<file path="src/rtl/seg_row_acc_ctrl_if.sv">
// Row input and sum output handshakes of the segmented row accumulator.
// The master drives rows and sum_ready; the slave is the accumulator.
interface seg_row_acc_ctrl_if #(
  parameter int SEG_W = 18,
  parameter int ACC_W = 23
);
  logic [SEG_W-1:0] row_in;
  logic             row_valid;
  logic             row_last;
  logic             row_ready;
  logic [ACC_W-1:0] sum;
  logic             sum_valid;
  logic             sum_ready;
  logic             err_overrun;

  modport master (
    output row_in, row_valid, row_last, sum_ready,
    input  row_ready, sum, sum_valid, err_overrun
  );

  modport slave (
    input  row_in, row_valid, row_last, sum_ready,
    output row_ready, sum, sum_valid, err_overrun
  );
endinterface

</file>
<file path="src/rtl/seg_row_acc_ctrl.sv">
// Accumulates a transaction of partial-product rows by sharing one
// five-row reducer across groups of up to five buffered rows.
module seg_red5 #(
  parameter int SEG_W = 18
) (
  input  logic [SEG_W-1:0] i_r0,
  input  logic [SEG_W-1:0] i_r1,
  input  logic [SEG_W-1:0] i_r2,
  input  logic [SEG_W-1:0] i_r3,
  input  logic [SEG_W-1:0] i_r4,
  output logic [SEG_W+2:0] o_sum
);
  assign o_sum = {3'b000, i_r0} + {3'b000, i_r1}
               + {3'b000, i_r2} + {3'b000, i_r3}
               + {3'b000, i_r4};
endmodule

module seg_row_acc_ctrl #(
  parameter int SEG_W    = 18,
  parameter int MAX_ROWS = 20,
  parameter int ACC_W    = 23
) (
  input  logic              clk,
  input  logic              rst,
  seg_row_acc_ctrl_if.slave bus
);
  localparam int CNT_W = $clog2(MAX_ROWS + 1);
  localparam int RED_W = SEG_W + 3;

  typedef enum logic [1:0] {
    COLLECT,
    REDUCE,
    ACCUM,
    OUT
  } state_t;

  state_t           r_state;
  logic [SEG_W-1:0] r_buf [5];
  logic [2:0]       r_grp;
  logic [CNT_W-1:0] r_tot;
  logic [RED_W-1:0] r_red;
  logic [ACC_W-1:0] r_acc;
  logic [ACC_W-1:0] r_sum;
  logic             r_sum_valid;
  logic             r_err;
  logic             r_close;

  logic             w_ready;
  logic             w_accept;
  logic             w_max;
  logic [RED_W-1:0] w_red;
  logic [ACC_W-1:0] w_acc_nxt;

  assign w_ready   = (r_state == COLLECT) && !rst;
  assign w_accept  = bus.row_valid && w_ready;
  assign w_max     = r_tot == CNT_W'(MAX_ROWS - 1);
  assign w_acc_nxt = r_acc + ACC_W'(r_red);

  seg_red5 #(.SEG_W(SEG_W)) u_red (
    .i_r0  (r_buf[0]),
    .i_r1  (r_buf[1]),
    .i_r2  (r_buf[2]),
    .i_r3  (r_buf[3]),
    .i_r4  (r_buf[4]),
    .o_sum (w_red)
  );

  always_ff @(posedge clk) begin
    if (rst) begin
      r_state     <= COLLECT;
      for (int i = 0; i < 5; i++) r_buf[i] <= '0;
      r_grp       <= '0;
      r_tot       <= '0;
      r_red       <= '0;
      r_acc       <= '0;
      r_sum       <= '0;
      r_sum_valid <= 1'b0;
      r_err       <= 1'b0;
      r_close     <= 1'b0;
    end else begin
      unique case (r_state)
        COLLECT: begin
          if (w_accept) begin
            for (int i = 0; i < 5; i++)
              if (r_grp == 3'(i)) r_buf[i] <= bus.row_in;
            r_grp   <= r_grp + 3'd1;
            r_tot   <= r_tot + CNT_W'(1);
            r_close <= bus.row_last || w_max;
            if (w_max && !bus.row_last) r_err <= 1'b1;
            if (r_grp == 3'd4 || bus.row_last || w_max)
              r_state <= REDUCE;
          end
        end
        REDUCE: begin
          r_red   <= w_red;
          r_state <= ACCUM;
        end
        ACCUM: begin
          r_acc <= w_acc_nxt;
          r_grp <= '0;
          for (int i = 0; i < 5; i++) r_buf[i] <= '0;
          if (r_close) begin
            r_sum       <= w_acc_nxt;
            r_sum_valid <= 1'b1;
            r_state     <= OUT;
          end else begin
            r_state <= COLLECT;
          end
        end
        OUT: begin
          // sum stays latched; only the valid flag drops on handshake
          if (bus.sum_ready) begin
            r_sum_valid <= 1'b0;
            r_acc       <= '0;
            r_tot       <= '0;
            r_close     <= 1'b0;
            r_state     <= COLLECT;
          end
        end
      endcase
    end
  end

  assign bus.row_ready   = w_ready;
  assign bus.sum         = r_sum;
  assign bus.sum_valid   = r_sum_valid;
  assign bus.err_overrun = r_err;
endmodule

</file>
<file path="src/flat_wrapper.sv">
// flat-port wrapper written by rule: the top's interface ports become plain ports
module seg_row_acc_ctrl_flat 
#(
  parameter int SEG_W    = 18,
  parameter int MAX_ROWS = 20,
  parameter int ACC_W    = 23
)
  (clk, rst, bus_row_in, bus_row_valid, bus_row_last, bus_sum_ready, bus_row_ready, bus_sum, bus_sum_valid, bus_err_overrun);
  seg_row_acc_ctrl_if #(.SEG_W(SEG_W), .ACC_W(ACC_W)) bus_i ();
  input  logic clk;
  input  logic rst;
  input wire logic [$bits(bus_i.row_in)-1:0] bus_row_in;
  input wire logic [$bits(bus_i.row_valid)-1:0] bus_row_valid;
  input wire logic [$bits(bus_i.row_last)-1:0] bus_row_last;
  input wire logic [$bits(bus_i.sum_ready)-1:0] bus_sum_ready;
  output wire logic [$bits(bus_i.row_ready)-1:0] bus_row_ready;
  output wire logic [$bits(bus_i.sum)-1:0] bus_sum;
  output wire logic [$bits(bus_i.sum_valid)-1:0] bus_sum_valid;
  output wire logic [$bits(bus_i.err_overrun)-1:0] bus_err_overrun;
  assign bus_i.row_in = bus_row_in;
  assign bus_i.row_valid = bus_row_valid;
  assign bus_i.row_last = bus_row_last;
  assign bus_i.sum_ready = bus_sum_ready;
  assign bus_row_ready = bus_i.row_ready;
  assign bus_sum = bus_i.sum;
  assign bus_sum_valid = bus_i.sum_valid;
  assign bus_err_overrun = bus_i.err_overrun;
  seg_row_acc_ctrl #(.SEG_W(SEG_W), .MAX_ROWS(MAX_ROWS), .ACC_W(ACC_W)) u_core (.clk(clk), .rst(rst), .bus(bus_i));
endmodule
</file>
<file path="config.mk">
export PLATFORM = sky130hd
export DESIGN_NAME = seg_row_acc_ctrl_flat
export DESIGN_NICKNAME = d
export VERILOG_FILES = /design/src/rtl/seg_row_acc_ctrl_if.sv /design/src/rtl/seg_row_acc_ctrl.sv /design/src/flat_wrapper.sv
export SDC_FILE = /design/constraint.sdc
export NUM_CORES = 1
export LEC_CHECK = 0
export ABC_CLOCK_PERIOD_IN_PS = 10000
export CELL_PAD_IN_SITES_DETAIL_PLACEMENT = 1
export CELL_PAD_IN_SITES_GLOBAL_PLACEMENT = 1
export CORE_UTILIZATION = 52
export CTS_CLUSTER_SIZE = 8
export DETAILED_ROUTE_END_ITERATION = 7
export PLACE_DENSITY = 0.9
export SYNTH_ARGS = -nofsm -noshare
export SYNTH_HDL_FRONTEND = slang
export SYNTH_SLANG_ARGS = --single-unit
</file>
<file path="constraint.sdc">
create_clock -name clk -period 10 [get_ports clk]
set_input_delay 1 -clock clk [delete_from_list [all_inputs] [get_ports clk]]
set_output_delay 1 -clock clk [all_outputs]
set_load 0.02 [all_outputs]
</file>
==> results.sh, run 1 <==
export IMPL_synthMuxAreaShare_pct=0.626
export IMPL_nets=1147
export IMPL_finalSetupTns_ns=0
export IMPL_synth_edf_count=90
export IMPL_design_power_total_mw=2.33
export IMPL_min_period_ns=5.86
export IMPL_synthSimpleGateAreaFrac_pct=14.6
export IMPL_dp_hpwl_um=18000
export IMPL_fmax_ghz=0.171
export IMPL_antenna_found_initial=0
export IMPL_wl_um=25800
export IMPL_dr_pass1_iters=7
export IMPL_outcome="finished with violations"
export IMPL_die_w_um=139
export IMPL_cts_resized=0
export IMPL_gr_total_overflow=0
export IMPL_drcViolationCount=3
export IMPL_ys_ff_latch=170
export IMPL_yosysMostFrequentCell="inv_1"
export IMPL_hold_buffers=0
export IMPL_min_period_over_period_pct=58.6
export IMPL_crit_required_ns=10.34
export IMPL_post_route_cells_drive_above_1_share_pct=4.64
export IMPL_synth_cell_types=66
export IMPL_grt_pass1_wl_um=41800
export IMPL_cp_start_kind="register"
export IMPL_synthAdderAreaFrac_pct=16.1
export IMPL_worst_slew_pin_slew_ns=1.00
export IMPL_synth_area_leaders="edfxtp_1 28%, dfxtp_1 16%, ha_1 8.3%"
export IMPL_ant_nets=0
export IMPL_synth_xor_area_share_pct=3.93
export IMPL_leakage_nw=4.70
export IMPL_area_growth_syn_to_layout_pct=12.7
export IMPL_ios=49
export IMPL_holdPathStages=2
export IMPL_die_h_um=139
export IMPL_ys_warn_count=0
export IMPL_peakVddDrop_uv=122
export IMPL_core_um2=18200
export IMPL_yosys_area_top_type_share_pct=27.6
export IMPL_timing_rr_end="u_core.r_red[15]"
export IMPL_async_flop_share_pct=0
export IMPL_cts_sinks=170
export IMPL_clockRootBuffer="clkbuf_16"
export IMPL_synth_area_um2=9800
export IMPL_setup_viol=0
export IMPL_critPathKind="register to register"
export IMPL_synth_ff_type="edfxtp_1"
export IMPL_min_to="u_core.bus.sum[10]"
export IMPL_syn_avg_cell_area_um2=9.93
export IMPL_cts_setup_buffers=0
export IMPL_end_kind="register"
export IMPL_antenna_cells=0
export IMPL_synth_compound_area_share_pct=15.2
export IMPL_drv_slew=0
export IMPL_synth_top_family_by_area="adder cells"
export IMPL_slew_headroom_pct=32.9
export IMPL_skew_ns=0.0123
export IMPL_finalHoldViolCount=0
export IMPL_port_buffers=48
export IMPL_grt_use_total_pct=27.7
export IMPL_initial_core_util_pct=53.8
export IMPL_core_rowCount=49
export IMPL_cts_buffer_depth=2
export IMPL_path_clk_slew_ns=0.07
export IMPL_rsz0062_at_grt="false"
export IMPL_hold_ws_ns=0.454
export IMPL_synthCells=986
export IMPL_die_area_um2=19400
export IMPL_worstPathArrival_ns=6.20
export IMPL_numCtsBuffers=17
export IMPL_synth_top_cells_by_count="111 x inv_1, 93 x nand2_1, 90 x edfxtp_1, 80 x dfxtp_1, 72 x a21oi_1"
export IMPL_grt_max_degree=63
export IMPL_rr_worst_depth=20
export IMPL_min_from="u_core.bus.sum[10]"
export IMPL_via_per_inst=5.95
export IMPL_place_gp_congestion=0.895
export IMPL_synthesis_nets=1112
export IMPL_drv_cap=0
export IMPL_htree_num_levels=4
export IMPL_detail_route_iter0_violations=408
export IMPL_min_path_type="register to register"
export IMPL_cellPowerDensity_nw_per_um2=211
export IMPL_synth_top_area_cell="edfxtp_1"
export IMPL_path_max_fanout=6
export IMPL_wire_per_inst_um=20.4
export IMPL_cts_tree="done"
export IMPL_yosysSeqAreaShare_pct=43.9
export IMPL_grt_pass1_vias=8059
export IMPL_violations="DRC"
export IMPL_vias=7517
export IMPL_rr_startpoint="u_core.r_buf[0][18]"
export IMPL_insertion_delay_ns=0.45
export IMPL_rrSetupSlack_ns=4.14
==> layout make-up <==
class | count | area [um^2]
fill | 1986 | 7170
multi-input combinational | 669 | 4940
sequential | 170 | 4300
timing repair buffer | 52 | 505
clock buffer | 19 | 433
inverter | 111 | 417
tap | 229 | 287
clock inverter | 13 | 158
==> logic make-up after synthesis <==
kind of cell / count (synthesis)
fa+ha+maj: 103
flops: 170
compound gates: 224
simple gates: 292
mux: 6
xor+xnor: 44
buf+inv: 147
==> cells in the final DEF, fill, tap and decap left out, drive strengths merged, types with 20 or more instances in the layout <==
cell type,synthesis,routed
nor2,60,60
fa,38,38
clkdlybuf4s50,0,47
inv,111,119
edfxtp,90,90
ha,65,65
a21oi,75,75
dfxtp,80,80
o21ai,35,35
xnor2,30,30
nor3,20,20
nand2,93,93
nand3,27,27
and2,25,25
==> state kept, by name (all words and copies together), names as in the netlist <==
| name | count |
|---|---|
| u_core.r_grp | 3 |
| u_core.r_red | 21 |
| u_core.r_buf | 90 |
| u_core.r_close | 1 |
| u_core.r_state | 2 |
| u_core.r_tot | 5 |
| u_core.bus.sum_valid | 1 |
| u_core.bus.err_overrun | 1 |
| u_core.bus.sum | 23 |
| u_core.r_acc | 23 |
==> critical path: stages (launching register included) <==
cell and delay (ns):
edfxtp_1 0.40, ha_1 0.24, fa_1 0.48, a211o_1 0.37
a21oi_1 0.20, a21oi_1 0.13, a31oi_1 0.49, o21bai_1 0.12
a21oi_1 0.21, xnor2_1 0.14, fa_1 0.53, inv_1 0.06
fa_1 0.51, inv_1 0.05, ha_1 0.37, a21o_1 0.22
a21oi_1 0.23, nand2b_1 0.10, o211ai_1 0.21, mux2_2 0.37
a311o_1 0.31
==> how the worst max path moves through the flow <==
stage | from | to | slack (ns)
2_1_floorplan | u_core.r_buf[0][0] | u_core.r_red[15] | 5.00
4_1_cts | u_core.r_buf[0][18] | u_core.r_red[15] | 4.24
3_5_place_dp | u_core.r_buf[0][0] | u_core.r_red[15] | 4.25
3_3_place_gp | u_core.r_buf[0][0] | u_core.r_red[15] | 4.70
5_1_grt | u_core.r_buf[0][0] | u_core.r_red[18] | 3.99
6_report | u_core.r_buf[0][18] | u_core.r_red[15] | 4.14
==> layer usage <==
layer | GRT usage (%) | vias up | wire, um
met5 | 0 | - | 0
met4 | 10.1 | 0 | 601
met3 | 4.34 | 48 | 829
met2 | 49.7 | 168 | 13400
met1 | 33.5 | 3758 | 11000
li1 | - | 3543 | -
==> report_power, final <==
part           switching, mW  internal, mW  total [mW]
Combinational          0.518         0.327       0.845
Clock                  0.312         0.377       0.688
Sequential            0.0230         0.778       0.802
Total                  0.853          1.48        2.33
==> stage by stage <==
| step | area, um^2 | utilization (%) | cells | setup WS (ns) |
|---|---|---|---|---|
| after CTS | 11000 | 60.6 | 1263 | 4.24 |
| after detailed placement | 10400 | 57.4 | 1231 | 4.25 |
| after floorplan | 9800 | - | 986 | 5.00 |
| after global routing | 11000 | 60.6 | 1263 | 3.99 |
| after global placement | 10400 | 57.4 | 1231 | 4.70 |
| final | 11000 | 60.6 | 1263 | 4.14 |
Power figures use the tool's default switching activity.
==> run 2, diff against run 1 <==
--- a/config.mk
+++ b/config.mk
@@ -5,13 +5,13 @@
 export SDC_FILE = /design/constraint.sdc
 export NUM_CORES = 1
 export LEC_CHECK = 0
-export ABC_CLOCK_PERIOD_IN_PS = 10000
+export ABC_CLOCK_PERIOD_IN_PS = 5100
 export CELL_PAD_IN_SITES_DETAIL_PLACEMENT = 1
 export CELL_PAD_IN_SITES_GLOBAL_PLACEMENT = 1
-export CORE_UTILIZATION = 52
+export CORE_UTILIZATION = 43
 export CTS_CLUSTER_SIZE = 8
 export DETAILED_ROUTE_END_ITERATION = 7
-export PLACE_DENSITY = 0.9
+export PLACE_DENSITY = 0.8
 export SYNTH_ARGS = -nofsm -noshare
 export SYNTH_HDL_FRONTEND = slang
 export SYNTH_SLANG_ARGS = --single-unit
==> constraint.sdc (replaced) <==
create_clock -name clk -period 5.1 [get_ports clk]
set_input_delay 0.51 -clock clk [delete_from_list [all_inputs] [get_ports clk]]
set_output_delay 0.51 -clock clk [all_outputs]
set_load 0.02 [all_outputs]
==> run 2 against run 1 <==
The run now ends clean. Clock-buffer cell count fell by 1. Non-clock buffer count grew 27. Hold slack gained 0.0018 ns. Design area grew 4.1%. Clock skew is 0.0014 ns higher. Register-to-register slack lost 4.1 ns.
==> results.sh, run 2 (synthesized netlist as in run 1, its figures left out) <==
export IMPL_leakage_nw=4.86
export IMPL_critPathKind="register to register"
export IMPL_p_sw_mw=1.68
export IMPL_cellPowerDensity_nw_per_um2=418
export IMPL_nets=1174
export IMPL_port_buffers=48
export IMPL_slew_headroom_pct=33.4
export IMPL_vias=7381
export IMPL_rsz0062_at_grt="true"
export IMPL_initial_core_util_pct=44.3
export IMPL_die_h_um=153
export IMPL_swShare_pct=34.9
export IMPL_layout_commonest_cell="inv_1"
export IMPL_path_max_fanout=7
export IMPL_finalInstanceArea_um2=11500
export IMPL_clockRootBuffer="clkbuf_16"
export IMPL_area_growth_syn_to_layout_pct=17.4
export IMPL_antenna_found_initial=0
export IMPL_cts_buffer_depth=2
export IMPL_place_gp_congestion=0.868
export IMPL_cp_start_kind="register"
export IMPL_rrSetupSlack_ns=0.04
export IMPL_placed_cell_area_um2=10700
export IMPL_grt_pass1_wl_um=39200
export IMPL_worst_slew_pin_slew_ns=0.996
export IMPL_gr_total_overflow=0
export IMPL_design_power_total_mw=4.81
export IMPL_core_um2=22100
export IMPL_p_int_mw=3.13
export IMPL_via_per_inst=5.50
export IMPL_min_path_type="register to register"
export IMPL_ios=49
export IMPL_path_clk_slew_ns=0.07
export IMPL_hold_buffers=0
export IMPL_antenna_cells=0
export IMPL_path_cells="buf_4 -> fa_2 -> a211o_1 -> a21oi_2 -> a21oi_2 -> buf_4 -> buf_4 -> xor2_1 -> fa_1 -> inv_1 -> fa_1 -> inv_1 -> ha_2 -> and3_1 -> a221o_1 -> o211ai_1 -> mux2_4 -> a311o_1"
export IMPL_min_to="u_core.bus.sum[7]"
export IMPL_final_cell_mix="109 x inv_1, 93 x nand2_1, 90 x edfxtp_1, 80 x dfxtp_1, 66 x a21oi_1"
export IMPL_detail_route_iter0_violations=255
export IMPL_end_kind="register"
export IMPL_wl_um=24000
export IMPL_peakVddDrop_uv=236
export IMPL_skew_ns=0.0137
export IMPL_numCtsBuffers=17
export IMPL_grt_pass1_vias=7753
export IMPL_finalHoldViolCount=0
export IMPL_dp_hpwl_um=17000
export IMPL_timing_rr_end="u_core.r_red[15]"
export IMPL_setup_viol=0
export IMPL_critPathMaxStageDelay_ns=0.56
export IMPL_wire_per_inst_um=17.9
export IMPL_dr_pass1_iters=4
export IMPL_grt_use_total_pct=20.9
export IMPL_min_from="u_core.bus.sum[7]"
export IMPL_clkPwrFrac_pct=28.5
export IMPL_drcViolationCount=0
export IMPL_drv_slew=0
export IMPL_htree_num_levels=4
export IMPL_die_w_um=153
export IMPL_crit_required_ns=5.41
export IMPL_die_area_um2=23400
export IMPL_cts_tree="done"
export IMPL_holdPathStages=2
export IMPL_insertion_delay_ns=0.43
export IMPL_fmax_ghz=0.198
export IMPL_largest_register_ffs=90
export IMPL_ant_nets=0
export IMPL_grt_max_degree=63
export IMPL_worstPathArrival_ns=5.37
export IMPL_power_frac_comb_pct=38.9
export IMPL_largest_register="u_core.r_buf"
export IMPL_rr_startpoint="u_core.r_buf[0][19]"
export IMPL_crit_top_cell="buf_4"
export IMPL_min_period_ns=5.06
export IMPL_cts_sinks=170
export IMPL_core_rowCount=54
export IMPL_rr_worst_depth=18
export IMPL_seq_power_share_pct=32.6
export IMPL_post_route_cells_drive_above_1_share_pct=9.43
export IMPL_outcome="complete, no violations"
export IMPL_drv_cap=0
export IMPL_min_period_over_period_pct=99.2
export IMPL_critPathBufInv=5
export IMPL_crit_family="adder cells"
export IMPL_crit_path_top_delay_cell="fa_1"
==> run 2: changes by cell type in the layout (fill, tap and decap cells not counted), sizes merged <==
cell,previous run,this run
bufinv,2,3
clkbuf,19,18
buf,5,32
clkinv,2,3
inv,119,118
==> run 2: power groups by stage <==
stage	clock, mW	sequential, mW	combinational, mW
global placement	0	1.59	1.62
CTS	1.39	1.57	1.77
finish	1.37	1.57	1.87
global route	1.45	1.58	2.09
floorplan	0	1.58	1.18
detailed placement	0	1.60	1.70
==> run 2: worst reg2reg max path, stage by stage, from the launching register on <==
cell and delay (ns):
edfxtp_1 0.43, buf_4 0.17, fa_2 0.40, a211o_1 0.31, a21oi_2 0.20, a21oi_2 0.10, buf_4 0.16, buf_4 0.12
xor2_1 0.14, fa_1 0.49, inv_1 0.07, fa_1 0.56, inv_1 0.06, ha_2 0.33, and3_1 0.20, a221o_1 0.34
o211ai_1 0.25, mux2_4 0.32, a311o_1 0.26
==> run 2: metal layers <==
layer	up-vias	global-route usage (%)	wire, um
li1	3596	-	-
met1	3634	26.0	11100
met2	116	37.2	12000
met3	35	3.09	462
met4	0	6.97	463
met5	-	0	0
==> run 2: worst max-delay path by stage <==
stage,startpoint,end,depth (start not counted)
5_1_grt,u_core.r_buf[0][1],u_core.r_red[17],23
2_1_floorplan,u_core.r_buf[0][0],u_core.r_red[15],20
3_3_place_gp,u_core.r_buf[0][0],u_core.r_red[15],20
3_5_place_dp,u_core.r_buf[0][0],u_core.r_red[15],20
4_1_cts,u_core.r_buf[0][0],u_core.r_red[17],22
6_report,u_core.r_buf[0][19],u_core.r_red[15],18
==> run 2: final cells by class <==
type	count	area, um^2
Fill cell	2430	10600
Multi-Input combinational cell	669	5100
Tap cell	280	350
Inverter	111	417
Clock inverter	14	185
Sequential cell	170	4300
Timing Repair Buffer	79	712
Clock buffer	18	429
==> run 2: repair_timing <==
| action | in CTS | in global routing |
|---|---|---|
| gates cloned | 0 | 0 |
| resized for setup | 8 | 26 |
| setup endpoints to repair | 5 | 6 |
| pin swaps | 7 | 21 |
| buffers inserted | 3 | 5 |
==> run 2: per-stage QoR <==
step	utilization, %	hold WS, ns	setup TNS, ns	worst slack [ns]	std cells
6_report	52.1	0.456	0	0.0427	1341
3_5_place_dp	48.2	0.450	-0.598	-0.236	1301
5_1_grt	52.1	0.473	-0.302	-0.0929	1341
4_1_cts	51.3	0.460	0	0.0131	1336
3_3_place_gp	48.2	0.442	0	0.0313	1301
2_1_floorplan	-	0.432	0	0.104	986
